File: src/rtl/weight_load_ctrl.sv
// weight_load_ctrl: weight-tile load sequencer.
// It reads K weight rows from the weight BRAM through bram_control.
// Each row is shifted into the weight_preload chain as it arrives.
// The unused rows of the MAX_K-deep chain are then flushed with zero shifts.
// A single load_MAC_weight pulse commits the tile into the MAC array.
// All outputs are decoded from registered state only.
module weight_load_ctrl #(
  parameter int BRAM_ADDRESS_WIDTH = 12,
  parameter int MAX_K              = 5
) (
  input  logic                          clk,
  input  logic                          rst_n,
  input  logic                          start,
  input  logic [4:0]                    kernel_size,
  input  logic [BRAM_ADDRESS_WIDTH-1:0] base_addr,
  output logic                          bram_rd_en,
  output logic [BRAM_ADDRESS_WIDTH-1:0] bram_addr,
  input  logic                          bram_rd_valid,
  output logic                          load_weight_preload,
  output logic                          zero_fill,
  output logic                          load_MAC_weight,
  output logic                          busy,
  output logic                          done,
  output logic                          err_kernel
);

  localparam int         AW      = BRAM_ADDRESS_WIDTH;
  localparam logic [4:0] MAX_K_L = 5'(MAX_K);

  typedef enum logic [2:0] {
    S_IDLE,
    S_ISSUE,
    S_WAIT,
    S_SHIFT,
    S_PAD,
    S_COMMIT,
    S_DONE
  } state_t;

  state_t          state_q, state_d;
  logic [4:0]      k_q, k_d;        // latched kernel size
  logic [4:0]      row_q, row_d;    // data row index, then pad row index
  logic [AW-1:0]   base_q, base_d;  // latched tile base row
  logic [AW-1:0]   addr_q, addr_d;  // registered BRAM address, held between reads
  logic            err_q, err_d;    // one-cycle illegal-kernel flag

  logic            k_legal;

  // A start request is legal only for kernel sizes 1..MAX_K.
  assign k_legal = (kernel_size != 5'd0) && (kernel_size <= MAX_K_L);

  // State and counter registers; reset aborts any load in flight at once.
  always_ff @(posedge clk or negedge rst_n) begin
    if (!rst_n) begin
      state_q <= S_IDLE;
      k_q     <= '0;
      row_q   <= '0;
      base_q  <= '0;
      addr_q  <= '0;
      err_q   <= 1'b0;
    end else begin
      state_q <= state_d;
      k_q     <= k_d;
      row_q   <= row_d;
      base_q  <= base_d;
      addr_q  <= addr_d;
      err_q   <= err_d;
    end
  end

  // Next-state logic for the fetch/shift/pad/commit sequence.
  always_comb begin
    state_d = state_q;
    k_d     = k_q;
    row_d   = row_q;
    base_d  = base_q;
    addr_d  = addr_q;
    err_d   = 1'b0;

    case (state_q)
      S_IDLE: begin
        row_d = '0;
        if (start) begin
          if (k_legal) begin
            // The address for row 0 is loaded now, so ISSUE drives it from a register.
            k_d     = kernel_size;
            base_d  = base_addr;
            addr_d  = base_addr;
            state_d = S_ISSUE;
          end else begin
            err_d = 1'b1;
          end
        end
      end

      S_ISSUE: begin
        state_d = S_WAIT;
      end

      S_WAIT: begin
        // Read data is only trusted here; valid seen in any other state is ignored.
        if (bram_rd_valid) begin
          state_d = S_SHIFT;
        end
      end

      S_SHIFT: begin
        if (row_q == k_q - 5'd1) begin
          if (k_q < MAX_K_L) begin
            // row continues counting through the pad rows up to MAX_K-1.
            row_d   = row_q + 5'd1;
            state_d = S_PAD;
          end else begin
            state_d = S_COMMIT;
          end
        end else begin
          // The address wraps naturally modulo 2^AW.
          row_d   = row_q + 5'd1;
          addr_d  = base_q + AW'(row_q + 5'd1);
          state_d = S_ISSUE;
        end
      end

      S_PAD: begin
        if (row_q == MAX_K_L - 5'd1) begin
          state_d = S_COMMIT;
        end else begin
          row_d = row_q + 5'd1;
        end
      end

      S_COMMIT: begin
        row_d   = '0;
        state_d = S_DONE;
      end

      S_DONE: begin
        state_d = S_IDLE;
      end

      default: begin
        state_d = S_IDLE;
      end
    endcase
  end

  // Moore output decode from registered state.
  always_comb begin
    bram_rd_en          = 1'b0;
    load_weight_preload = 1'b0;
    zero_fill           = 1'b0;
    load_MAC_weight     = 1'b0;
    done                = 1'b0;
    busy                = (state_q != S_IDLE);
    bram_addr           = addr_q;
    err_kernel          = err_q;

    case (state_q)
      S_ISSUE:  bram_rd_en = 1'b1;
      S_SHIFT:  load_weight_preload = 1'b1;
      S_PAD: begin
        load_weight_preload = 1'b1;
        zero_fill           = 1'b1;
      end
      S_COMMIT: load_MAC_weight = 1'b1;
      S_DONE:   done = 1'b1;
      default:  ;
    endcase
  end

endmodule

File: config.mk
export PLATFORM = sky130hd
export DESIGN_NAME = weight_load_ctrl
export DESIGN_NICKNAME = d
export VERILOG_FILES = /design/src/rtl/weight_load_ctrl.sv
export SDC_FILE = /design/constraint.sdc
export NUM_CORES = 1
export LEC_CHECK = 0
export BUFFER_PORTS_ARGS = -buffer_cell sky130_fd_sc_hd__buf_4
export CORE_MARGIN = 5
export CORE_UTILIZATION = 41
export CTS_BUF_LIST = sky130_fd_sc_hd__clkbuf_8
export DETAILED_ROUTE_END_ITERATION = 16
export PLACE_DENSITY_LB_ADDON = 0.2
export REMOVE_ABC_BUFFERS = 1
export SKIP_LAST_GASP = 1
export SYNTH_ARGS = -nofsm -noshare
export SYNTH_HDL_FRONTEND = slang
export SYNTH_SLANG_ARGS = --single-unit
File: constraint.sdc
create_clock -name clk -period 3.5 [get_ports clk]
set_clock_uncertainty 0.15 [all_clocks]
set_input_delay 0.7 -clock clk [delete_from_list [all_inputs] [get_ports clk]]
set_output_delay 0.7 -clock clk [all_outputs]
set_load 0.01 [all_outputs]
# Yosys cells after proc, flatten, opt, wreduce, memory -nomap -nowiden
# Index checks and enable logic that the tools add are counted.
# classes
add_sub_neg	4
n_lt_le_gt_ge	2
n_eq_ne	15
n_mux	23
reduce_logical	12
# ops
operator	n
$mux 12	3
$pmux 12 s2	1
$pmux 3 s6	1
$mux 3	5
$mux 5	3
$pmux 5 s3	1
$add 12x6->12	1
$ne 2x2->1 const B	6
$eq 3x3->1 const B	3
$mux 1	9
$reduce_and 4->1	2
$add 5x1->6 const B	1
$eq 3x2->1 const B	2
$reduce_and 3->1	2
$reduce_bool 3->1	2
$add 5x1->5 const B	1
$eq 5x3->1 const B	1
$eq 5x5->1	1
$le 5x3->1 const B	1
$lt 5x3->1 const B	1
$reduce_bool 5->1	1
$sub 5x1->5 const B	1
$reduce_or 2->1	2
$eq 3x1->1 const B	1
4 further kinds	4
# word_totals
register_bits	38

# Depth between registers and ports, before layout
# logic_depth
word_depth	5
mapped_depth	10
mapped_depth_nobuf	10

# Worst setup path before layout
# OpenSTA, ideal clock, no wires.
# synth_path
path_kind	reg2reg
startpoint	register k_q[0]
endpoint	register addr_q[2], in the netlist bram_addr[2]
setup_time_ps	125
arrival_ps	2169
path_slack_ps	1056
stages_incl_launch_ff	10
path_buffers	1
period_less_slack_ps	2444
cell_sequence	dfrtp_1 > inv_1 > ha_1 > nor2b_1 > or3_1 > a311oi_2 > nand2b_1 > buf_6 > nand2_4 > mux2_4
# synth_between
elab_chain_len	4
# synth_lines
element	line_no	source
from (decl)	41	logic [4:0] k_q, k_d;
from (signal assigned)	63	k_q <= k_d;
$sub 5x1->5	108	if (row_q == k_q - 5'd1) begin
$eq 5x5->1	108	
$ne 2x2->1 (no source line)	--	
$reduce_and 4->1 (no source line)	--	
to (signal assigned)	66	addr_q <= addr_d;
to (decl)	44	logic [AW-1:0] addr_q, addr_d;
# No other way between the ends.
# A chain may end at the register's enable or synchronous reset.

# Worst setup path after layout
# Ends and elaborated chain as after synthesis.

==> metrics.log <==
INFO  metric status = complete, no violations
INFO  metric antenna-diode-count = 0
INFO  metric syn_area = 0.00219 mm^2
INFO  metric final.min_clock_period = 2.88 ns
INFO  metric min-delay-path-class = in -> async
INFO  metric numPlacedInstances = 352
INFO  metric worstPathMaxFanout = 8
INFO  metric synthArstFlopShare = 100%
INFO  metric via_count_of_the_first_global_routing_pass = 1,843
INFO  metric drt-vias-per-instance = 5.11
INFO  metric path_class = reg -> reg
INFO  metric final.fill_count = 531
INFO  metric worst-r2r-cell-count = 8
INFO  metric drt.antenna.violating_nets = 0
INFO  metric postSynthRegisterBits = 38
INFO  metric vdd_drop_max = 0.371 mV
INFO  metric clk_pin_slew = 0.07 ns
INFO  metric cp_slowest_stage_delay = 0.54 ns
INFO  metric met1_usage = 21.9%
INFO  metric crit_path_start_kind = flop
INFO  metric postSynthCellCount = 248
INFO  metric dp.final_hpwl = 3740 um
INFO  metric worstPathArrival = 2.91 ns
INFO  metric grt_max_degree = 39
INFO  metric ys.warnings.count = 0
INFO  metric leakage = 1.29 nW
INFO  metric antenna_found_initial = 0
INFO  metric cts_tree = built
INFO  metric globalRoute.totalOverflow = 0
INFO  metric initial_core_util = 42.7%
INFO  metric max_slew.worst_pin.slew = 0.787 ns
INFO  metric drt_first_iter_violations = 88
INFO  metric routed-via-count = 1,839
INFO  metric root_driver = sky130_fd_sc_hd__clkbuf_8
INFO  metric unrepaired_setup_endpoints_after_global_routing = no
INFO  metric finish.cell_count_without_fillers = 360
INFO  metric htree_levels = 2
INFO  metric cts_resized = 0
INFO  metric fin_crit_sh = 82.4%
INFO  metric yosysUniqueCellTypes = 45
INFO  metric cts_setup_buffers = 0
INFO  metric routabilityCongestion = 0.841
INFO  metric synth.top_cells.by_area = sky130_fd_sc_hd__dfrtp_1, sky130_fd_sc_hd__nand2_1, sky130_fd_sc_hd__ha_1, sky130_fd_sc_hd__xnor2_1, sky130_fd_sc_hd__o21ai_0
INFO  metric global_route.usage.met2 = 23.3%
INFO  metric max_cap_viol_count = 0
INFO  metric insertion_delay = 0.29 ns
INFO  metric synth.yosys.seq_area_share = 43.3%
INFO  metric global_router_s_overall_resource_usage = 15.5%
INFO  metric final_util = 51.6%
INFO  metric cts.path.max_buffers = 2
INFO  metric worst_setup_path_end_kind = flop
INFO  metric groute.layer.met3.usage = 4.36%
INFO  metric dr.pass1.iters = 4
INFO  metric max-slew-margin-rel = 46.2%
INFO  metric finish.net_count = 319
INFO  metric global_route.peak_usage_layer = met2
INFO  metric final_max_slew_viol_count = 0
INFO  metric critPathRequiredTime = 3.53 ns
INFO  metric core_area = 0.00514 mm^2
INFO  metric max_freq = 347 MHz
INFO  metric share_of_post_route_cells_with_drive_strength_above_1 = 20.7%
INFO  metric synth-main-ff-cell = sky130_fd_sc_hd__dfrtp_1
INFO  metric footprint_of_the_multi_input_gates = 0.00115 mm^2
INFO  metric storage_element_area = 951 um^2
INFO  metric cts_made_buffers = 5
INFO  metric critical-path-slowest-cell = sky130_fd_sc_hd__a311oi_2
INFO  metric r2r_start = k_q[0]$_DFFE_PN0P_
INFO  metric die-height = 83.2 um
INFO  metric routed_wire_length_per_instance = 13.9 um
INFO  metric std_cell_rows = 26
INFO  metric timing.final.setup_violations = 0
INFO  metric area_growth_syn_to_layout = 20.8%
INFO  metric netlist.area_leader.share = 43.3%
INFO  metric routed_wirelength = 5020 um
INFO  metric postCtsHoldBufs = 0
INFO  metric crit_chain = inv_1 -> ha_1 -> nor2b_1 -> or3_1 -> a311oi_2 -> nand2b_1 -> nand2_4 -> mux2_4
INFO  metric cts.sink_count = 38
INFO  metric rrSetupSlack = 0.62 ns
INFO  metric ioPinCount = 40
INFO  metric hold_viol = 0
INFO  metric synth_enable_flop_cells = 0
INFO  metric floorplan.die_area = 0.00692 mm^2
INFO  metric synth_top_cell_by_area = sky130_fd_sc_hd__dfrtp_1
INFO  metric holdWs = 0.220 ns
INFO  metric timing.rr.end = bram_addr[2]$_DFFE_PN0P_
INFO  metric grt_pass1_wl = 8790 um
INFO  metric die_width = 83.2 um
INFO  metric buffer_ports.inserted = 39
INFO  metric power.density = 813 mW/mm^2
INFO  metric setup_total_negative_slack = 0 ns
INFO  metric drc = 0
INFO  metric avgSynthCellArea = 8.85 um^2
## placed cells by master, fill, tap and decap left out, drive strengths merged, types with 3 or more instances in the layout
master,n
xor2,6
nor2b,4
o21ai,16
buf,42
ha,8
o22ai,4
o221a,3
nor3,4
inv,15
xnor2,10
nand2b,7
clkbuf,6
nor2,20
and3,3
a21oi,9
nand3,6
nand2,54
dfrtp,38
a211oi,4
## cell families (layout without fill, tap and decap cells)
logic type      after synthesis  after routing  share of synthesized area [%]
flops                        38             38                           43.3
compound gates               49             49                           15.1
fa+ha+maj                     9              9                           5.47
simple gates                111            111                           24.1
xor+xnor                     16             16                           6.39
mux                           3              3                           1.60
buf+inv                      22             64                           4.11
## area by class of cell
class / count / area share, %
Timing Repair Buffer: 42 / 11.9
Inverter: 14 / 1.98
Clock buffer: 6 / 3.11
Multi-Input combinational cell: 188 / 43.5
Sequential cell: 38 / 35.9
Clock inverter: 2 / 0.330
Tap cell: 70 / 3.30
## critical path: cells and delay by family, from the launching register on
| family | cells | cell delay (ns) |
|---|---|---|
| buffers and inverters | 1 | 0.08 |
| flip-flops | 1 | 0.41 |
| AO/OA/AOI/OAI | 1 | 0.54 |
| adder cells (fa/ha/maj) | 1 | 0.23 |
| AND/OR/NAND/NOR | 4 | 1.04 |
| multiplexers | 1 | 0.31 |
## layer usage
layer | vias up | routed length, um
li1 | 927 | -
met1 | 863 | 2610
met2 | 47 | 2200
met3 | 2 | 182
met4 | 0 | 26
met5 | - | 0
## where the power goes
part	leakage, nW	internal [mW]	total [mW]	switching (mW)
clock network	0.0524	0.156	0.309	0.153
logic	0.766	0.498	1.04	0.540
registers	0.472	0.625	0.809	0.184
## stage by stage
step,area (um^2),power [mW],setup slack [ns]
after floorplan,2160,1.49,0.978
after global placement,2560,1.84,0.577
after detailed placement,2560,1.86,0.523
after CTS,2650,2.17,0.590
after global routing,2650,2.37,0.417
final,2650,2.16,0.616
## synth_stat cells, types with 2 or more instances
cell and count:
sky130_fd_sc_hd__a211oi_1 4, sky130_fd_sc_hd__a21o_1 2, sky130_fd_sc_hd__a21oi_1 9, sky130_fd_sc_hd__a221oi_1 2, sky130_fd_sc_hd__and2_1 2, sky130_fd_sc_hd__and3_1 3, sky130_fd_sc_hd__and3b_1 2, sky130_fd_sc_hd__clkbuf_1 7
sky130_fd_sc_hd__dfrtp_1 38, sky130_fd_sc_hd__ha_1 8, sky130_fd_sc_hd__inv_1 14, sky130_fd_sc_hd__mux2i_1 2, sky130_fd_sc_hd__nand2_1 53, sky130_fd_sc_hd__nand2b_1 7, sky130_fd_sc_hd__nand3_1 6, sky130_fd_sc_hd__nor2_1 19
sky130_fd_sc_hd__nor2b_1 4, sky130_fd_sc_hd__nor3_1 4, sky130_fd_sc_hd__o21ai_0 16, sky130_fd_sc_hd__o221a_2 3, sky130_fd_sc_hd__o22ai_1 4, sky130_fd_sc_hd__or2_2 2, sky130_fd_sc_hd__xnor2_1 10, sky130_fd_sc_hd__xor2_1 6
## state kept, by name, indices dropped and copies added (netlist names)
signal      flops
base_q         12
state_q         3
bram_addr      12
k_q             5
err_kernel      1
row_q           5
## worst max path at each step
stage	cells past startpoint	to	start
floorplan	8	bram_addr[2]$_DFFE_PN0P_	k_q[0]$_DFFE_PN0P_
global placement	7	bram_addr[4]$_DFFE_PN0P_	kernel_size[2]
detailed placement	7	bram_addr[3]$_DFFE_PN0P_	kernel_size[2]
CTS	8	bram_addr[2]$_DFFE_PN0P_	k_q[0]$_DFFE_PN0P_
global route	8	bram_addr[2]$_DFFE_PN0P_	k_q[0]$_DFFE_PN0P_
finish	8	bram_addr[2]$_DFFE_PN0P_	k_q[0]$_DFFE_PN0P_
Note: power is estimated with default switching activity, not from simulation.
